<file path="src/rtl/gray_seq_pkg.sv">
// Shared definitions for the Gray-code step sequencer: state encodings,
// direction constants and the binary-to-Gray helper.
package gray_seq_pkg;

  typedef enum logic [1:0] {
    IDLE = 2'b00,
    RUN  = 2'b01,
    HOLD = 2'b10,
    DONE = 2'b11
  } state_t;

  localparam logic DIR_UP   = 1'b0;
  localparam logic DIR_DOWN = 1'b1;

  // Sized for the widest counter we expect; callers truncate to their width.
  function automatic logic [31:0] bin2gray(input logic [31:0] b);
    return b ^ (b >> 1);
  endfunction

endpackage

</file>
<file path="src/rtl/gray_step_counter.sv">
// Binary up/down counter with registered Gray encode; clr has priority over en.
// Wraps modulo 2^WIDTH in both directions.
module gray_step_counter
  import gray_seq_pkg::*;
#(
  parameter int WIDTH = 4
) (
  input  logic             clk,
  input  logic             rst,
  input  logic             en,
  input  logic             dir,
  input  logic             clr,
  output logic [WIDTH-1:0] gray_out
);

  localparam logic [WIDTH-1:0] ONE = WIDTH'(1);

  logic [WIDTH-1:0] b;
  logic [WIDTH-1:0] b_nxt;
  logic [WIDTH-1:0] gray_nxt;

  always_comb begin
    b_nxt    = (dir == DIR_DOWN) ? (b - ONE) : (b + ONE);
    gray_nxt = WIDTH'(bin2gray(32'(b_nxt)));
  end

  // gray_out is registered alongside b so it never glitches between codes.
  always_ff @(posedge clk or negedge rst) begin
    if (!rst) begin
      b        <= '0;
      gray_out <= '0;
    end else if (clr) begin
      b        <= '0;
      gray_out <= '0;
    end else if (en) begin
      b        <= b_nxt;
      gray_out <= gray_nxt;
    end
  end

endmodule

</file>
<file path="src/rtl/gray_seq_ctrl.sv">
// Sequences a Gray counter through a programmed step count under start/busy/done.
// Build option GRAY_SEQ_CLR_ON_START_EN: an accepted start also zeroes the counter.
//
//   state | meaning
//   IDLE  | waiting for start; counter holds its last value
//   RUN   | one Gray step per cycle until remaining reaches zero
//   HOLD  | paused; counter and remaining frozen
//   DONE  | one-cycle completion pulse, then back to IDLE
module gray_seq_ctrl
  import gray_seq_pkg::*;
#(
  parameter int WIDTH = 4,
  parameter int CNT_W = 8
) (
  input  logic             clk,
  input  logic             rst,
  input  logic             start,
  input  logic             dir,
  input  logic [CNT_W-1:0] steps,
  input  logic             pause,
  input  logic             abort,
  output logic [WIDTH-1:0] gray_out,
  output logic             busy,
  output logic             done
);

`ifdef GRAY_SEQ_CLR_ON_START_EN
  localparam logic CLR_ON_START = 1'b1;
`else
  localparam logic CLR_ON_START = 1'b0;
`endif

  localparam logic [CNT_W-1:0] CNT_ONE = CNT_W'(1);

  state_t           cs;
  state_t           ns;
  logic [CNT_W-1:0] remaining;
  logic [CNT_W-1:0] rem_nxt;
  logic             dir_q;
  logic             dir_nxt;
  logic             cnt_en;
  logic             cnt_clr;

  always_ff @(posedge clk or negedge rst) begin
    if (!rst) begin
      cs        <= IDLE;
      remaining <= '0;
      dir_q     <= DIR_UP;
    end else begin
      cs        <= ns;
      remaining <= rem_nxt;
      dir_q     <= dir_nxt;
    end
  end

  always_comb begin
    ns      = cs;
    rem_nxt = remaining;
    dir_nxt = dir_q;
    cnt_en  = 1'b0;
    cnt_clr = 1'b0;
    case (cs)
      IDLE: begin
        if (start) begin
          cnt_clr = CLR_ON_START;
          if (steps != '0) begin
            ns      = RUN;
            rem_nxt = steps;
            dir_nxt = dir;
          end else begin
            ns = DONE;
          end
        end
      end
      RUN: begin
        // abort beats pause beats advance
        if (abort) begin
          ns = IDLE;
        end else if (pause) begin
          ns = HOLD;
        end else begin
          cnt_en  = 1'b1;
          rem_nxt = remaining - CNT_ONE;
          if (remaining == CNT_ONE) ns = DONE;
        end
      end
      HOLD: begin
        if (abort)       ns = IDLE;
        else if (!pause) ns = RUN;
      end
      DONE:    ns = IDLE;
      default: ns = IDLE;
    endcase
  end

  assign busy = (cs == RUN) || (cs == HOLD);
  assign done = (cs == DONE);

  gray_step_counter #(
    .WIDTH (WIDTH)
  ) u_cnt (
    .clk      (clk),
    .rst      (rst),
    .en       (cnt_en),
    .dir      (dir_q),
    .clr      (cnt_clr),
    .gray_out (gray_out)
  );

endmodule

</file>
<file path="config.mk">
export PLATFORM = sky130hd
export DESIGN_NAME = gray_seq_ctrl
export DESIGN_NICKNAME = d
export VERILOG_FILES = /design/src/rtl/gray_seq_pkg.sv /design/src/rtl/gray_step_counter.sv /design/src/rtl/gray_seq_ctrl.sv
export SDC_FILE = /design/constraint.sdc
export NUM_CORES = 1
export LEC_CHECK = 0
export ABC_AREA = 0
export CAP_MARGIN = 40
export CELL_PAD_IN_SITES_DETAIL_PLACEMENT = 0
export CELL_PAD_IN_SITES_GLOBAL_PLACEMENT = 1
export CORE_MARGIN = 8
export CORE_UTILIZATION = 46
export CTS_BUF_LIST = sky130_fd_sc_hd__clkbuf_4
export DETAILED_ROUTE_END_ITERATION = 16
export GPL_ROUTABILITY_DRIVEN = 0
export PLACE_DENSITY_LB_ADDON = 0.15
export SYNTH_ARGS = -nofsm -noshare
export SYNTH_HDL_FRONTEND = slang
export SYNTH_SLANG_ARGS = --single-unit
</file>
<file path="constraint.sdc">
create_clock -name clk -period 2.8 [get_ports clk]
set_input_delay 0.56 -clock clk [delete_from_list [all_inputs] [get_ports clk]]
set_output_delay 0.56 -clock clk [all_outputs]
set_load 0.05 [all_outputs]
</file>
After elaboration in Yosys (flattened, before gate mapping)
Index checks and enable logic that the tools add are counted.
{ "classes": {"addsub": 3, "n_mul": 0, "div_mod_pow": 0, "n_lt_le_gt_ge": 0, "n_eq_ne": 10, "shifts": 0, "mux": 17, "bitwise_logic": 1, "n_reduce_logical": 7} }
{ "op_table": {"columns": ["op", "n"], "rows": [
  ["$mux W8", 4],
  ["$pmux W8 S2", 1],
  ["$mux W2", 7],
  ["$eq A8 B1 Y1 const B", 1],
  ["$ne A2 B2 Y1 const B", 4],
  ["$pmux W2 S4", 1],
  ["$reduce_bool A8 Y1", 1],
  ["$sub A8 B1 Y8 const B", 1],
  ["$reduce_and A3 Y1", 2],
  ["$reduce_and A5 Y1", 1],
  ["$add A4 B1 Y4 const B", 1],
  ["$eq A2 B2 Y1 const B", 2],
  ["$mux W4", 1],
  ["$ne A4 B4 Y1 const B", 1],
  ["$sub A4 B1 Y4 const B", 1],
  ["$xor A4 B3 Y4", 1],
  ["$mux W1", 3],
  ["$ne A3 B3 Y1 const B", 1],
  ["$eq A2 B1 Y1 const B", 1],
  ["$logic_not A2 Y1", 1],
  ["$reduce_bool A2 Y1", 1],
  ["$logic_or A1 B1 Y1", 1]
]} }
{ "totals": {"reg_bits": 19, "latch_bits": 0, "ramBits": 0, "mem_bits_ro": 0, "n_memories": 0} }

Depth between registers and ports, before layout
{ "logic_depth": {"ltp_word": 5, "mapped_depth": 7, "ltp_nobuf": 6} }

Hierarchy
From an unflattened synthesis, not the netlist that was laid out.
{ "unflattened": {"cells_unflattened": 133, "hier_area_um2": 1287.5} }
{ "modules_own_cells": {"columns": ["module", "instances", "cells_each", "area_per_inst_um2"], "rows": [
  ["gray_seq_ctrl", 1, 91, 830.8],
  ["gray_step_counter", 1, 42, 456.7]
]} }

Worst setup path after synthesis
OpenSTA, ideal clock, no wires.
{ "synth_timing": {"path_type": "reg-to-reg", "startpoint": "register cs[1]", "endpoint": "register remaining[2]", "setup_time_ps": 124, "arrival_time_ps": 1703, "t_required_ps": 2676, "path_slack_ps": 973, "path_stages_with_launch": 8, "path_buffers": 1, "path_cell_list": "dfrtp_1 > inv_1 > ha_1 > nor3b_4 > o22ai_1 > or2_1 > buf_6 > a211o_1"} }
{ "synth_via": {"elab_chain_len": 3} }
{ "synth_lines": {"columns": ["item", "line_no", "text"], "rows": [
  ["start: declaration", "gray_seq_ctrl.sv:35", "state_t cs;"],
  ["start signal: assignment", "gray_seq_ctrl.sv:50", "cs <= ns;"],
  ["$eq A2 B1 Y1 or $logic_not A2 Y1 (tied branches)", "gray_seq_ctrl.sv:62", "case (cs)"],
  ["$ne A2 B2 Y1 (no line) or $reduce_bool A2 Y1 (tied branches)", null, null],
  ["$reduce_and A5 Y1 (no line)", null, null],
  ["end signal: assignment", "gray_seq_ctrl.sv:51", "remaining <= rem_nxt;"],
  ["end: declaration", "gray_seq_ctrl.sv:37", "logic [CNT_W-1:0] remaining;"]
]} }
Parallel ways exist; a longest one is shown, timed or not.
A chain may end at the register's enable or synchronous reset.

Worst setup path in the final report
{ "layout_timing": {"startpoint": "register cs[0]", "endpoint": "output busy"} }
{ "layout_via": {"elab_chain_len": 2} }
{ "layout_lines": {"columns": ["item", "line_no", "text"], "rows": [
  ["$eq A2 B1 Y1 or $eq A2 B2 Y1 (tied branches)", "gray_seq_ctrl.sv:96", "assign busy = (cs == RUN) || (cs == HOLD);"],
  ["$logic_or A1 B1 Y1 *", "gray_seq_ctrl.sv:96", null],
  ["end: declaration", "gray_seq_ctrl.sv:23", "output logic busy,"]
]} }
Every way passes the cells marked *; elsewhere a longest branch is shown, timed or not.

==> results_dict.tcl <==
set metrics [dict create \
    period_minus_slack_ns 2.43 \
    dieArea_um2 4730 \
    p_per_area_nw_per_um2 1190 \
    layout_common_cells "clkdlybuf4s50_1, dfrtp_1, nand2_1, inv_1, ha_1" \
    drtIter0Drc 49 \
    numCtsBuffers 3 \
    clk_latency_ns 0.29 \
    h-tree-depth 1 \
    synthCells 132 \
    slowest_stage "clkdlybuf4s50_1" \
    num_antenna_cells 0 \
    crit_path_max_fanout 4 \
    clockBufferDepth 2 \
    yosysWarningCount 0 \
    synthArstFlopShare_pct 100 \
    grt_pass1_wl_um 4570 \
    cts-root-buf "clkbuf_4" \
    vdd_drop_max_mv 0.925 \
    p_leak_nw 0.682 \
    yosysUniqueCellTypes 45 \
    core-area_um2 2710 \
    num-fill-cells 256 \
    slew_headroom_pct 66.0 \
    clock_sinks 18 \
    outcome "completed" \
    holdCritPathClass "in2async" \
    first_pass_iters 4 \
    synth_edf_count 0 \
    via_per_inst 5.56 \
    hold_buffers 0 \
    yosysSeqAreaShare_pct 35.1 \
    synth_fp_nets 156 \
    cts_tree "yes" \
    maxCapViolCount 0 \
    rsz0062_at_grt "no" \
    overflow 0 \
    grt_pass1_vias 1002 \
    die_h_um 68.8 \
    antenna_found_initial 0 \
    ios 20 \
    syn-cell-area_um2 1280 \
    utilization_pct 57.1 \
    cp.required_ns 2.24 \
    crit_type "reg2out" \
    clock-skew-final_ns 0.00192 \
    max_freq_mhz 412 \
    cts_setup_buffers 0 \
    end_kind "primary output" \
    reg2reg_depth 6 \
    rows 19 \
    drc_errors 0 \
    hold_viol 0 \
    worstPathArrival_ns 1.87 \
    cp_cell_sequence "inv_1 > ha_1 > clkdlybuf4s50_1" \
    hpwlAfterDp_um 2100 \
    synth_area_per_cell_um2 9.72 \
    finalWirelength_um 2680 \
    vias 1029 \
    setup_viol 0 \
    io_buffers 19 \
    ant_nets 0 \
    chipWidth_um 68.8 \
    period_share_pct 86.6 \
    layout-drive-gt1-share_pct 10.4 \
    grt_start_max_net_pins 24 \
    final_nets 179 \
    crit_end "busy" \
    ys.flop_type "dfrtp_1" \
    detail_route.wl_per_cell_um 14.5 \
    worst_r2r_startpoint "cs[1]" \
    setup-tns-final_ns 0 \
    path_clk_slew_ns 0.11 \
    track_usage_pct 12.4 \
    area_delta_synth_final_pct 20.6 \
    slew_viol_final 0 \
    start_kind "flop" \
    start_util_pct 47.3 \
    ctsResizeCount 0 \
    tightest_slew_ns 0.510 \
    r2r-end "u_cnt.b[3]" \
    layout.cells.most_common "clkdlybuf4s50_1" \
    startpoint "cs[0]" \
    rrSetupSlack_ns 0.77 \
    critPathMaxStageDelay_ns 0.79 \
    ys_seq_elements 18 \
]
registers in the layout, summed over array words and instances (netlist names):
signal	flops
u_cnt.b	4
cs	2
u_cnt.gray_out	3
dir_q	1
remaining	8
power by group:
group / total, mW / leakage, nW / internal [mW] / switching [mW]
Sequential: 0.522 / 0.213 / 0.387 / 0.135
Clock: 0.135 / 0.0154 / 0.0518 / 0.0829
Combinational: 1.19 / 0.454 / 0.545 / 0.645
critical path, delay by kind of cell, from the launching register on:
family / cells / cell delay, ns
flops: 1 / 0.40
buf+inv: 2 / 0.89
fa+ha+maj: 1 / 0.29
cell usage after synthesis, types with 2 or more instances:
master    count  share of area, %
nor4_1        5               2.4
o41ai_1       2               1.4
nor2b_1       4               2.0
xor2_1        3               2.0
dfrtp_1      18                35
inv_1        11               3.2
o211ai_1      3               1.8
buf_4         2               1.2
nor3_1        3               1.2
nand3b_1      2               1.2
a221oi_2      2               2.3
or3_1         2              0.98
a31oi_1       2              0.98
nand2_1      15               4.4
clkbuf_1      2              0.59
nor3b_1       2               1.2
and3_1        2              0.98
buf_2         2              0.78
nand3_1       3               1.2
xnor2_1       3               2.0
ha_1          9               8.8
a21oi_1       2              0.78
o21ai_0       8               3.1
mux2i_1       4               3.1
layer usage:
layer	wire length [um]	global-route usage, %
met1	1260	16.9
met5	0	0
met3	228	3.55
met2	1170	18.7
met4	14	3.76
stage by stage:
| step | instances | setup WS [ns] | area, um2 | power (mW) | hold WS, ns |
|---|---|---|---|---|---|
| 4_1_cts | 185 | 0.358 | 1550 | 1.86 | 0.423 |
| 5_1_grt | 185 | 0.313 | 1550 | 2.02 | 0.432 |
| 3_3_place_gp | 180 | 0.371 | 1510 | 1.69 | 0.461 |
| 3_5_place_dp | 181 | 0.294 | 1520 | 1.72 | 0.471 |
| 2_1_floorplan | 132 | 0.973 | 1280 | 1.48 | 0.264 |
| 6_report | 185 | 0.374 | 1550 | 1.85 | 0.431 |
final cells by class:
type / instances / area (um2) / share of cell area (%)
Multi-Input combinational cell: 96 / 747 / 48.3
Tap cell: 31 / 38.8 / 2.51
Timing Repair Buffer: 25 / 243 / 15.7
Sequential cell: 18 / 450 / 29.1
Clock buffer: 3 / 22.5 / 1.46
Clock inverter: 1 / 3.75 / 0.243
Inverter: 11 / 41.3 / 2.67
worst min path at each step:
stage	end	slack, ns	cells after the start
2_1_floorplan	cs[0]	0.26	0
4_1_cts	remaining[4]	0.42	1
6_report	remaining[4]	0.43	1
5_1_grt	remaining[4]	0.43	1
3_5_place_dp	u_cnt.b[2]	0.47	2
3_3_place_gp	u_cnt.gray_out[1]	0.46	2
cells by family after synthesis:
group / count (synthesis) / share of synthesized area, %
AO/OA/AOI/OAI: 28 / 17.0
AND/OR/NAND/NOR: 46 / 21.1
adder cells (fa/ha/maj): 10 / 10.3
XOR/XNOR: 7 / 5.85
flip-flops: 18 / 35.1
buffers and inverters: 18 / 6.63
multiplexers: 5 / 4.00
(Power assumes the default switching activity.)
